## config.mk

```make
export PLATFORM = sky130hd
export DESIGN_NAME = uart_tx_param
export DESIGN_NICKNAME = d
export VERILOG_FILES = /design/src/rtl/uart_tx_param.sv
export SDC_FILE = /design/constraint.sdc
export NUM_CORES = 1
export LEC_CHECK = 0
export ABC_AREA = 1
export CAP_MARGIN = 10
export CORE_UTILIZATION = 35
export CTS_BUF_LIST = sky130_fd_sc_hd__clkbuf_8 sky130_fd_sc_hd__clkbuf_16
export CTS_CLUSTER_SIZE = 16
export DETAILED_ROUTE_END_ITERATION = 7
export PLACE_DENSITY = 0.47
export SYNTH_ARGS = -nofsm -noshare
export SYNTH_HDL_FRONTEND = slang
export SYNTH_SLANG_ARGS = --single-unit
```

## constraint.sdc

```tcl
create_clock -name clk -period 4.85 [get_ports clk]
set_input_delay 0.97 -clock clk [delete_from_list [all_inputs] [get_ports clk]]
set_output_delay 0.97 -clock clk [all_outputs]
set_load 0.02 [all_outputs]
```

## src/rtl/uart_tx_param.sv

```systemverilog
// UART transmitter with a TX FIFO, runtime parity/stop/baud selection latched per frame.
// Serial output, busy and s_ready are registered; fifo_count excludes the word on the wire.
module uart_tx_param #(
    parameter int CLK_FREQ   = 50_000_000,
    parameter int BAUD       = 115200,
    parameter int DATA_BITS  = 8,
    parameter int FIFO_DEPTH = 16,
    parameter int DIV_W      = 16
) (
    input  logic                          clk,
    input  logic                          rst,
    input  logic                          s_valid,
    input  logic [DATA_BITS-1:0]          s_data,
    output logic                          s_ready,
    input  logic [1:0]                    parity_mode,
    input  logic                          two_stop,
    input  logic [DIV_W-1:0]              div_override,
    output logic                          tx,
    output logic                          busy,
    output logic [$clog2(FIFO_DEPTH):0]   fifo_count
);

    localparam int AW      = $clog2(FIFO_DEPTH);
    localparam int CW      = AW + 1;
    localparam int DIV_DEF = CLK_FREQ / BAUD;

    typedef enum logic [2:0] {IDLE, START, DATA, PARITY, STOP} state_t;

    logic [DATA_BITS-1:0] mem_q [FIFO_DEPTH];
    logic [AW-1:0]        wptr_q, rptr_q;
    logic [CW-1:0]        count_q, count_d;
    logic                 ready_q;
    logic                 push, pop;

    state_t               state_q;
    logic [DIV_W-1:0]     cnt_q, div_q, div_d;
    logic [DATA_BITS-1:0] shreg_q;
    logic [3:0]           bit_idx_q;
    logic                 par_en_q, par_bit_q, stop2_q;
    logic                 tx_q, busy_q;
    logic                 bit_end, frame_done;
    logic [DATA_BITS-1:0] rd_data;

    assign push       = s_valid & ready_q;
    assign rd_data    = mem_q[rptr_q];
    assign bit_end    = (cnt_q == div_q - DIV_W'(1));
    assign frame_done = (state_q == STOP) && bit_end && !stop2_q;
    // A word leaves the FIFO either from IDLE or on the last stop cycle, giving back-to-back frames.
    assign pop        = (count_q != '0) && ((state_q == IDLE) || frame_done);

    always_comb begin
        count_d = count_q;
        case ({push, pop})
            2'b10:   count_d = count_q + CW'(1);
            2'b01:   count_d = count_q - CW'(1);
            default: count_d = count_q;
        endcase
    end

    always_comb begin
        div_d = div_override;
        if (div_override == '0)
            div_d = DIV_W'(DIV_DEF);
        else if (div_override == DIV_W'(1))
            div_d = DIV_W'(2);
    end

    always_ff @(posedge clk) begin
        if (push)
            mem_q[wptr_q] <= s_data;
    end

    always_ff @(posedge clk) begin
        if (rst) begin
            wptr_q  <= '0;
            rptr_q  <= '0;
            count_q <= '0;
            ready_q <= 1'b0;
        end else begin
            if (push)
                wptr_q <= wptr_q + AW'(1);
            if (pop)
                rptr_q <= rptr_q + AW'(1);
            count_q <= count_d;
            ready_q <= (count_d < CW'(FIFO_DEPTH));
        end
    end

    always_ff @(posedge clk) begin
        if (rst) begin
            state_q   <= IDLE;
            cnt_q     <= '0;
            div_q     <= '0;
            shreg_q   <= '0;
            bit_idx_q <= '0;
            par_en_q  <= 1'b0;
            par_bit_q <= 1'b0;
            stop2_q   <= 1'b0;
            tx_q      <= 1'b1;
            busy_q    <= 1'b0;
        end else begin
            busy_q <= (count_d != '0) || pop || ((state_q != IDLE) && !frame_done);
            if (pop) begin
                // Frame settings are captured here so mid-frame input changes are ignored.
                state_q   <= START;
                tx_q      <= 1'b0;
                cnt_q     <= '0;
                div_q     <= div_d;
                shreg_q   <= rd_data;
                bit_idx_q <= '0;
                par_en_q  <= (parity_mode == 2'b01) || (parity_mode == 2'b10);
                par_bit_q <= (^rd_data) ^ (parity_mode == 2'b10);
                stop2_q   <= two_stop;
            end else begin
                case (state_q)
                    IDLE: begin
                        tx_q  <= 1'b1;
                        cnt_q <= '0;
                    end
                    START: begin
                        if (bit_end) begin
                            state_q   <= DATA;
                            tx_q      <= shreg_q[0];
                            cnt_q     <= '0;
                            bit_idx_q <= '0;
                        end else begin
                            cnt_q <= cnt_q + DIV_W'(1);
                        end
                    end
                    DATA: begin
                        if (bit_end) begin
                            cnt_q <= '0;
                            if (bit_idx_q == 4'(DATA_BITS - 1)) begin
                                if (par_en_q) begin
                                    state_q <= PARITY;
                                    tx_q    <= par_bit_q;
                                end else begin
                                    state_q <= STOP;
                                    tx_q    <= 1'b1;
                                end
                            end else begin
                                bit_idx_q <= bit_idx_q + 4'd1;
                                shreg_q   <= shreg_q >> 1;
                                tx_q      <= shreg_q[1];
                            end
                        end else begin
                            cnt_q <= cnt_q + DIV_W'(1);
                        end
                    end
                    PARITY: begin
                        if (bit_end) begin
                            state_q <= STOP;
                            tx_q    <= 1'b1;
                            cnt_q   <= '0;
                        end else begin
                            cnt_q <= cnt_q + DIV_W'(1);
                        end
                    end
                    STOP: begin
                        tx_q <= 1'b1;
                        if (bit_end) begin
                            cnt_q <= '0;
                            if (stop2_q)
                                stop2_q <= 1'b0;
                            else
                                state_q <= IDLE;
                        end else begin
                            cnt_q <= cnt_q + DIV_W'(1);
                        end
                    end
                    default: begin
                        state_q <= IDLE;
                        tx_q    <= 1'b1;
                    end
                endcase
            end
        end
    end

    assign s_ready    = ready_q;
    assign tx         = tx_q;
    assign busy       = busy_q;
    assign fifo_count = count_q;

endmodule

```

==> results of run 1 <==
power by group:
group	total, mW	switching (mW)	internal [mW]
combinational	2.61	1.76	0.848
sequential	2.15	0.188	1.96
clock	1.51	0.715	0.793
sequential cells by signal, indices dropped and copies added (netlist names), named ones only:
register / count
bit_idx_q: 4
busy: 1
cnt_q: 16
div_q: 16
fifo_count: 5
mem_q: 128
par_bit_q: 1
par_en_q: 1
rptr_q: 4
s_ready: 1
shreg_q: 8
state_q: 3
stop2_q: 1
tx: 1
wptr_q: 4
layer usage:
layer / global-route usage [%] / vias up
met5: 0 / -
met4: 4.91 / 0
met3: 3.16 / 21
met2: 29.0 / 98
met1: 25.7 / 3494
li1: - / 3752
worst paths after layout:
kind,from,end,slack (ns),depth (start not counted)
setup / recovery,div_q[0],s_ready,0.98,27
hold / removal,shreg_q[0],shreg_q[0],0.49,2
setup reg to reg,div_q[0],s_ready,0.98,27
hold reg to reg,shreg_q[0],shreg_q[0],0.49,2
through the flow:
stage          setup WS (ns)  std cells  util, %
5_1_grt                0.535       1487     40.4
3_5_place_dp           0.966       1455     38.1
3_3_place_gp            1.01       1455     38.1
2_1_floorplan           1.49       1109        -
6_report               0.977       1487     40.4
4_1_cts                0.941       1487     40.4
placed cells by master, fill, tap and decap left out, types with 2 or more instances in the layout:
cell,synthesis,layout
o21ai_0,87,87
inv_6,0,3
xnor2_1,10,10
nor2_2,5,5
a21oi_1,48,48
clkdlybuf4s50_1,0,37
nand4_1,6,6
bufinv_16,0,2
o22ai_1,8,8
nand2_4,3,3
inv_1,89,89
xor2_1,19,19
dfxtp_1,70,69
clkinv_8,0,2
clkinv_1,2,2
nor3_1,6,6
clkinv_4,0,3
nand3_1,102,102
or2_2,3,3
o211ai_1,21,21
clkbuf_16,0,17
nand3b_1,8,8
nand2_1,216,216
nor2_4,2,2
buf_4,0,7
nor2_1,206,206
inv_8,0,3
edfxtp_1,128,128
nand2_2,3,3
ha_1,13,13
inv_2,2,2
clkinv_2,1,2
nor4_1,2,2
layout make-up:
class / instances / area, um^2
clock buffers: 17 / 425
clock inverters: 15 / 200
fillers: 2662 / 16000
inverters: 94 / 354
multi-input cells: 778 / 3750
flip-flops and latches: 198 / 5250
well taps: 341 / 427
repair buffers: 44 / 423
kinds of logic after synthesis:
logic type / count (synthesis) / synth area share [%]
muxes: 1 / 0.105
xor gates and xnor gates: 29 / 2.67
adders and majority gates: 13 / 1.71
AOI/OAI and AO/OA: 168 / 9.58
DFF: 198 / 55.1
buffers and inverters: 133 / 5.55
and+or+nand+nor: 567 / 25.3
worst max-delay path, stage by stage (launching register included):
cell and delay [ns]:
dfxtp_1 0.32, inv_2 0.12, ha_1 0.26, nand2_1 0.12, nor2_1 0.17, nand3_1 0.09
nand2_1 0.08, nand2_1 0.07, nand3_1 0.07, nor2_1 0.05, nand2_1 0.13, nor2_2 0.05
nand3_2 0.07, nand2_4 0.09, nand2_4 0.36, clkinv_2 0.12, ha_1 0.27, xor2_1 0.18
ha_1 0.19, nor2_1 0.16, o21ai_0 0.11, a21oi_1 0.13, inv_1 0.06, a21oi_1 0.10
o21ai_0 0.11, xor2_1 0.17, inv_1 0.06, nor2_1 0.03
==> impl_metrics.py, run 1 <==
metrics = {
    "placement": {
        "gp_congestion": 0.842,
        "post-dp-hpwl_um": 16200,
        "placed_area_um2": 10200,
        "numPortBuffers": 37,
    },
    "timing": {
        "finalHoldViolCount": 0,
        "slew_headroom_pct": 40.0,
        "fin_setup_tns_ns": 0,
        "fin_crit_sh_pct": 79.9,
        "rsz0062_at_grt": "no",
        "holdWs_ns": 0.489,
        "setup_viol": 0,
        "max_freq_ghz": 0.258,
        "min_period_ns": 3.87,
        "maxSlewViolCount": 0,
        "worst_slew_pin_slew_ns": 0.897,
        "fin_skew_ns": 0.0119,
    },
    "power": {
        "p_per_area_nw_per_um2": 579,
        "leakagePower_nw": 4.05,
        "power.total_mw": 6.27,
        "ir_worst_vdd_mv": 0.284,
    },
    "route": {
        "drc": 1,
        "drtPass1Iterations": 7,
        "wl_per_cell_um": 16.6,
        "viasPerCell": 4.95,
        "drt_wl_total_um": 24700,
        "wl_met1_um": 12300,
        "met3_length_um": 690,
        "routed-wl-met2_um": 11400,
        "drt_iter0_drc": 476,
        "ant_nets": 0,
        "routed-via-count": 7365,
        "highest-signal-layer": "met4",
    },
    "setup_path": {
        "endpoint_kind": "flop",
        "worst-endpoint-arrival_ns": 4.20,
        "critPathMaxFanout": 43,
        "cp-start-kind": "flop",
        "worstPathRequired_ns": 5.18,
        "worstSetupPathType": "reg -> reg",
    },
    "global_route": {
        "antenna_found_initial": 0,
        "grt_max_degree": 44,
        "grt_usage_pct": 18.3,
        "grt_pass1_wl_um": 39200,
        "grt-ovfl-total": 0,
        "grt_pass1_vias": 7099,
    },
    "logic_synthesis": {
        "ys.flop_type": "edfxtp_1",
        "synth-edff-count": 128,
        "ys_warn_count": 0,
        "yosysMostFrequentCell": "nand2_1",
        "synth_area_leaders": "edfxtp_1, dfxtp_1, nand2_1, nor2_1, nand3_1",
        "ys_top_cells_by_count": "nand2_1, nor2_1, edfxtp_1",
        "synth-seq-cells": 198,
        "yosysTopAreaCell": "edfxtp_1",
        "syn_avg_cell_area_um2": 8.59,
        "yosysSeqAreaShare_pct": 55.1,
        "ys_types": 39,
        "synth_area_um2": 9520,
        "async_flop_share_pct": 0,
        "syn_inst": 1109,
        "synth_top_area_share_pct": 40.4,
        "synth_fp_nets": 1152,
    },
    "clock_network": {
        "clock_sinks": 198,
        "clkSlewWorstSetupHoldPaths_ns": 0.08,
        "post_cts_buffers": 0,
        "tritoncts": "yes",
        "hold_buffers": 0,
        "clkLatencyLatePin_ns": 0.45,
        "cts_root_buffer": "clkbuf_16",
        "cts_buffers": 17,
        "cts-resized-gates": 0,
        "clockBufferDepth": 2,
        "cts-htree-levels": 4,
    },
    "floorplanning": {
        "io_pins": 38,
        "die-width_um": 167,
        "coreArea_um2": 26800,
        "die_h_um": 167,
        "die_area_um2": 27900,
        "start_util_pct": 35.5,
        "row_count": 60,
    },
    "cells_and_area": {
        "nets": 1176,
        "drive_gt1_share_pct": 5.32,
        "syn2layout_area_growth_pct": 13.7,
        "design_area_um2": 10800,
        "diodes": 0,
    },
    "run": {
        "maxCapViolCount": 0,
    },
    "run_status": {
        "violations": "design-rule violations",
        "outcome": "finished with violations",
    },
    "worst_hold_path": {
        "hp-class": "reg -> reg",
    },
}
(Power assumes the default switching activity.)
==> inputs of run 2 (changes only) <==
Settings changed: PLACE_DENSITY 0.47 to 0.49.
Clock period 4.85 ns to 3.45 ns, I/O delays scaled along.
==> run 2 against run 1 <==
  * The flow now finishes without violations
  * Sequential share of layout area shrank 1.5 points
  * Sequential power grew 39%
  * Clock-buffer cell count is the same
  * Hold slack lost 0.0013 ns
  * Clock power grew 32%
  * Non-clock buffer count grew 35
  * Largest power group unchanged
==> impl_metrics.py, run 2 (synthesis gave the netlist of run 1 again) <==
metrics = {
    "cells_and_area": {
        "layout_commonest_cell": "nand2_1",
        "top_regs": "mem_q x128, cnt_q x16, div_q x16",
        "final_util_pct": 41.7,
        "instances_no_fill": 1522,
        "diodes": 0,
        "syn2layout_area_growth_pct": 17.3,
        "nets": 1211,
        "largest-register": "mem_q",
        "mostFrequentLayoutCells": "nand2_1, nor2_1, edfxtp_1",
        "drive_gt1_share_pct": 9.99,
        "largest_register_ffs": 128,
    },
    "clock_network": {
        "cts_root_buffer": "clkbuf_16",
        "hold_buffers": 0,
        "tritoncts": "yes",
        "clkLatencyLatePin_ns": 0.45,
        "clockBufferDepth": 2,
        "cts_buffers": 17,
        "clock_sinks": 198,
        "clkSlewWorstSetupHoldPaths_ns": 0.08,
        "cts-htree-levels": 4,
    },
    "worst_hold_path": {
        "hp-class": "reg -> reg",
        "whs_endpoint": "shreg_q[7]",
        "hold_depth": 2,
        "min_from": "shreg_q[7]",
    },
    "setup_path": {
        "critPathLaunch": "div_q[3]",
        "worst-endpoint-arrival_ns": 3.55,
        "worstPathRequired_ns": 3.84,
        "r2r-end": "s_ready",
        "worstSetupPathType": "reg -> reg",
        "r2r-start": "div_q[3]",
        "critPathMaxFanout": 7,
        "cp-start-kind": "flop",
        "r2r_setup_slack_ns": 0.28,
        "endpoint_kind": "flop",
        "r2r_cells": 25,
    },
    "floorplanning": {
        "die_h_um": 167,
        "row_count": 60,
        "io_pins": 38,
        "coreArea_um2": 26800,
        "die-width_um": 167,
        "die_area_um2": 27900,
        "start_util_pct": 35.5,
    },
    "timing": {
        "maxSlewViolCount": 0,
        "finalHoldViolCount": 0,
        "fin_skew_ns": 0.0157,
        "fin_crit_sh_pct": 91.8,
        "slew_headroom_pct": 49.9,
        "worst_slew_pin_slew_ns": 0.749,
        "fin_setup_tns_ns": 0,
        "setup_viol": 0,
        "max_freq_ghz": 0.316,
        "layout_setup_ws_ns": 0.281,
        "min_period_ns": 3.17,
    },
    "route": {
        "drt_wl_total_um": 24100,
        "wl_per_cell_um": 15.9,
        "routed-via-count": 7418,
        "ant_nets": 0,
        "viasPerCell": 4.87,
        "drc": 0,
        "drtPass1Iterations": 5,
        "drt_iter0_drc": 398,
    },
    "power": {
        "ir_worst_vdd_mv": 0.411,
        "leakagePower_nw": 4.24,
        "p_per_area_nw_per_um2": 804,
    },
    "placement": {
        "dp_worst_setup_slack_ns": -0.0364,
        "gp_congestion": 0.872,
        "place_inst": 1488,
        "numPortBuffers": 37,
        "post-dp-hpwl_um": 16300,
    },
    "global_route": {
        "antenna_found_initial": 0,
        "grt-ovfl-total": 0,
        "grt_max_degree": 67,
        "grt_usage_pct": 17.9,
        "grt_pass1_vias": 7044,
        "grt_pass1_wl_um": 38400,
    },
    "run_status": {
        "outcome": "finished clean",
    },
    "run": {
        "maxCapViolCount": 0,
    },
}
==> run 2: cell count changes in the layout (fill, tap and decap cells not counted), moves of 2 or more <==
cell / delta
o21ai_0: -2
inv_6: +3
nor2_1: -10
buf_4: +34
ha_1: -3
inv_2: +2
nand2_1: -2
dfxtp_2: +5
ha_4: +2
clkinv_4: -3
nor2_2: +6
dfxtp_1: -5
o21ai_1: +2
nor2_4: +4
==> run 2: layer usage <==
metal	wire length, um	vias to the layer above	global-route usage, %
li1	-	3817	-
met4	325	0	4.75
met1	11700	3467	24.7
met5	0	-	0
met2	11400	111	29.1
met3	748	23	2.92
==> run 2: worst max-delay path by stage <==
stage,cells past startpoint,endpoint
floorplan,27,s_ready
global placement,27,s_ready
detailed placement,27,s_ready
CTS,26,s_ready
global route,25,s_ready
finish,25,s_ready
==> run 2: power breakdown <==
part           internal [mW]  switching (mW)  total [mW]  leakage [nW]
Combinational           1.42            2.59        4.01          2.22
Clock                   1.03           0.971        2.00         0.289
Sequential              2.76           0.216        2.98          1.73
==> run 2: per-stage QoR <==
stage | power, mW | area, um^2 | hold slack (ns)
finish | 8.98 | 11200 | 0.488
global placement | 6.89 | 10500 | 0.472
CTS | 8.90 | 11000 | 0.489
floorplan | 5.77 | 9520 | 0.457
detailed placement | 6.88 | 10500 | 0.474
global route | 9.71 | 11200 | 0.506
==> run 2: layout make-up <==
type	instances	area (um^2)
well taps	341	427
fillers	2637	15600
flip-flops and latches	198	5250
multi-input cells	778	3850
inverters	94	358
clock inverters	15	158
clock buffers	17	425
repair buffers	79	698
==> run 2: what timing repair did <==
action | in CTS | in global routing
setup buffers | 0 | 2
pin swaps | 0 | 15
gates resized for setup | 2 | 34
gates cloned | 0 | 0
setup endpoints to repair | 2 | 3
==> run 2: worst max-delay path, cell delays in order (launching register included) <==
cell,delay [ns]
dfxtp_1,0.36
nor2_2,0.17
nand2_2,0.13
nor2_8,0.15
nand2_1,0.07
nand2_1,0.11
nand3_1,0.09
nor2_1,0.10
nand2_1,0.10
nor2_2,0.16
nand3_2,0.11
nand2_4,0.11
nand2_4,0.06
inv_6,0.08
ha_4,0.14
xor2_2,0.16
ha_2,0.22
nor2_4,0.04
o21ai_1,0.12
a21oi_1,0.07
inv_1,0.07
a21oi_1,0.05
o21ai_1,0.10
xor2_1,0.20
inv_1,0.06
nor2_1,0.08
==> inputs of run 3 (changes only) <==
Settings changed: CELL_PAD_IN_SITES_DETAIL_PLACEMENT from default to 1, CELL_PAD_IN_SITES_GLOBAL_PLACEMENT from default to 2, CORE_UTILIZATION 35 to 34, PLACE_DENSITY 0.49 to 0.71.
==> run 3 against run 2 <==
  * Via count increased by 4.2%
  * Setup slack improved by 0.041 ns
  * Sequential power hardly changed
  * Clock skew grew 0.0098 ns
  * Register-to-register slack improved by 0.04 ns
  * Clock-buffer cell count unchanged
  * Non-clock buffer count increased by 6
  * Critical endpoint is now fifo_count[3]
  * Cell count grew 2.4%
==> impl_metrics.py, run 3 (synthesis gave the netlist of run 1 again) <==
metrics = {
    "global_route": {
        "grt_usage_pct": 19.6,
        "grt-ovfl-total": 0,
        "antenna_found_initial": 0,
        "grt_pass1_wl_um": 43200,
        "grt_pass1_vias": 7742,
        "grt_max_degree": 67,
    },
    "floorplanning": {
        "die-width_um": 169,
        "die_area_um2": 28700,
        "coreArea_um2": 27200,
        "row_count": 60,
        "start_util_pct": 35.0,
        "io_pins": 38,
        "die_h_um": 169,
    },
    "power": {
        "ir_worst_vdd_mv": 0.351,
        "p_per_area_nw_per_um2": 826,
        "leakagePower_nw": 4.28,
    },
    "clock_network": {
        "cts_buffers": 17,
        "clkLatencyLatePin_ns": 0.44,
        "clock_sinks": 198,
        "clockBufferDepth": 2,
        "cts_root_buffer": "clkbuf_16",
        "cts-htree-levels": 4,
        "tritoncts": "yes",
        "hold_buffers": 0,
        "clkSlewWorstSetupHoldPaths_ns": 0.08,
    },
    "setup_path": {
        "worst-endpoint-arrival_ns": 3.47,
        "worstSetupPathType": "reg -> reg",
        "worstPathRequired_ns": 3.79,
        "critPathMaxFanout": 5,
        "cp-start-kind": "flop",
        "endpoint_kind": "flop",
    },
    "timing": {
        "finalHoldViolCount": 0,
        "min_period_ns": 3.13,
        "holdWs_ns": 0.491,
        "setup_viol": 0,
        "worst_slew_pin_slew_ns": 0.741,
        "rsz0062_at_grt": "yes",
        "max_freq_ghz": 0.320,
        "fin_skew_ns": 0.0255,
        "maxSlewViolCount": 0,
        "fin_crit_sh_pct": 90.7,
        "slew_headroom_pct": 50.5,
    },
    "cells_and_area": {
        "fillCellCount": 3241,
        "mostFrequentLayoutCells": "nand2_1, nor2_1, edfxtp_1",
        "diodes": 0,
        "drive_gt1_share_pct": 10.4,
        "multi_input_area_um2": 3860,
        "nets": 1217,
        "largest_register_ffs": 128,
        "syn2layout_area_growth_pct": 18.9,
        "largest-register": "mem_q",
        "top_regs": "mem_q x128, cnt_q x16, div_q x16",
        "design_area_um2": 11300,
        "layout_commonest_cell": "nand2_1",
        "regArea_um2": 5250,
    },
    "placement": {
        "placed_area_um2": 10500,
        "gp_congestion": 0.833,
        "post-dp-hpwl_um": 19200,
        "numPortBuffers": 37,
    },
    "route": {
        "routed-via-count": 7729,
        "drtPass1Iterations": 6,
        "ant_nets": 0,
        "drc": 0,
        "drt_wl_total_um": 26900,
        "wl_per_cell_um": 17.3,
        "viasPerCell": 4.96,
        "drt_iter0_drc": 404,
    },
    "run_status": {
        "outcome": "finished clean",
    },
    "run": {
        "maxCapViolCount": 0,
    },
    "worst_hold_path": {
        "hp-class": "reg -> reg",
    },
}
run 3: changes by cell type in the layout (fill, tap and decap cells not counted), moves of 4 or more:
cell,before,now
buf_4,41,47
inv_12,0,5
inv_6,6,1
nor2_2,11,7
run 3: layer usage:
metal	up-vias	GRT usage (%)	share of wire (%)
met4	0	3.53	0.62
met5	-	0	0
met1	3773	29.6	53
met2	109	30.1	44
li1	3835	-	-
met3	12	2.47	2.7
run 3: worst paths after layout:
kind / cells after the start / end / slack (ns) / from
max: 25 / fifo_count[3] / 0.32 / div_q[1]
min: 2 / shreg_q[7] / 0.49 / shreg_q[7]
max reg2reg: 25 / fifo_count[3] / 0.32 / div_q[1]
min reg2reg: 2 / shreg_q[7] / 0.49 / shreg_q[7]
run 3: where the power goes:
group | internal, mW | leakage [nW] | switching (mW)
Combinational | 1.47 | 2.25 | 2.75
Clock | 1.03 | 0.306 | 1.13
Sequential | 2.76 | 1.73 | 0.217
Total | 5.26 | 4.28 | 4.10
run 3: through the flow:
| stage | utilization (%) | cells | total power, mW | worst slack, ns | TNS, ns |
|---|---|---|---|---|---|
| after floorplan | - | 1109 | 5.77 | 0.0921 | 0 |
| after global placement | 38.8 | 1524 | 7.05 | 0.106 | 0 |
| after detailed placement | 38.8 | 1524 | 7.07 | 0.0269 | 0 |
| after CTS | 41.1 | 1556 | 9.25 | 0.0278 | 0 |
| after global routing | 41.7 | 1559 | 10.1 | -0.0492 | -0.0605 |
| final | 41.7 | 1559 | 9.36 | 0.322 | 0 |
run 3: critical path, stage by stage (launching register included):
cell	delay, ns
dfxtp_4	0.37
inv_4	0.06
ha_4	0.19
nand2_8	0.08
nor2_4	0.15
nand2_2	0.07
nand2_2	0.07
nand2_2	0.06
inv_2	0.04
nand2_1	0.04
nor2_1	0.12
nand2_1	0.09
nor2_2	0.09
nand3_2	0.09
nand2_4	0.09
nand2_4	0.06
inv_4	0.07
ha_4	0.13
buf_4	0.13
xnor2_1	0.16
buf_4	0.17
inv_1	0.04
nand3_1	0.06
o211ai_1	0.10
or2_2	0.28
a311oi_1	0.23
run 3: timing repair:
| item | 4_1_cts | 5_1_grt |
|---|---|---|
| resized for setup | 1 | 35 |
| buffers inserted | 0 | 3 |
| pin swaps | 0 | 9 |
| endpoints found under the setup margin | 1 | 3 |
run 3: cell type report:
class	instances	share of cell area (%)
Clock buffer	17	3.76
Multi-Input combinational cell	778	34.1
Inverter	94	3.16
Sequential cell	198	46.4
Timing Repair Buffer	85	6.56
Clock inverter	15	1.91
Tap cell	372	4.11
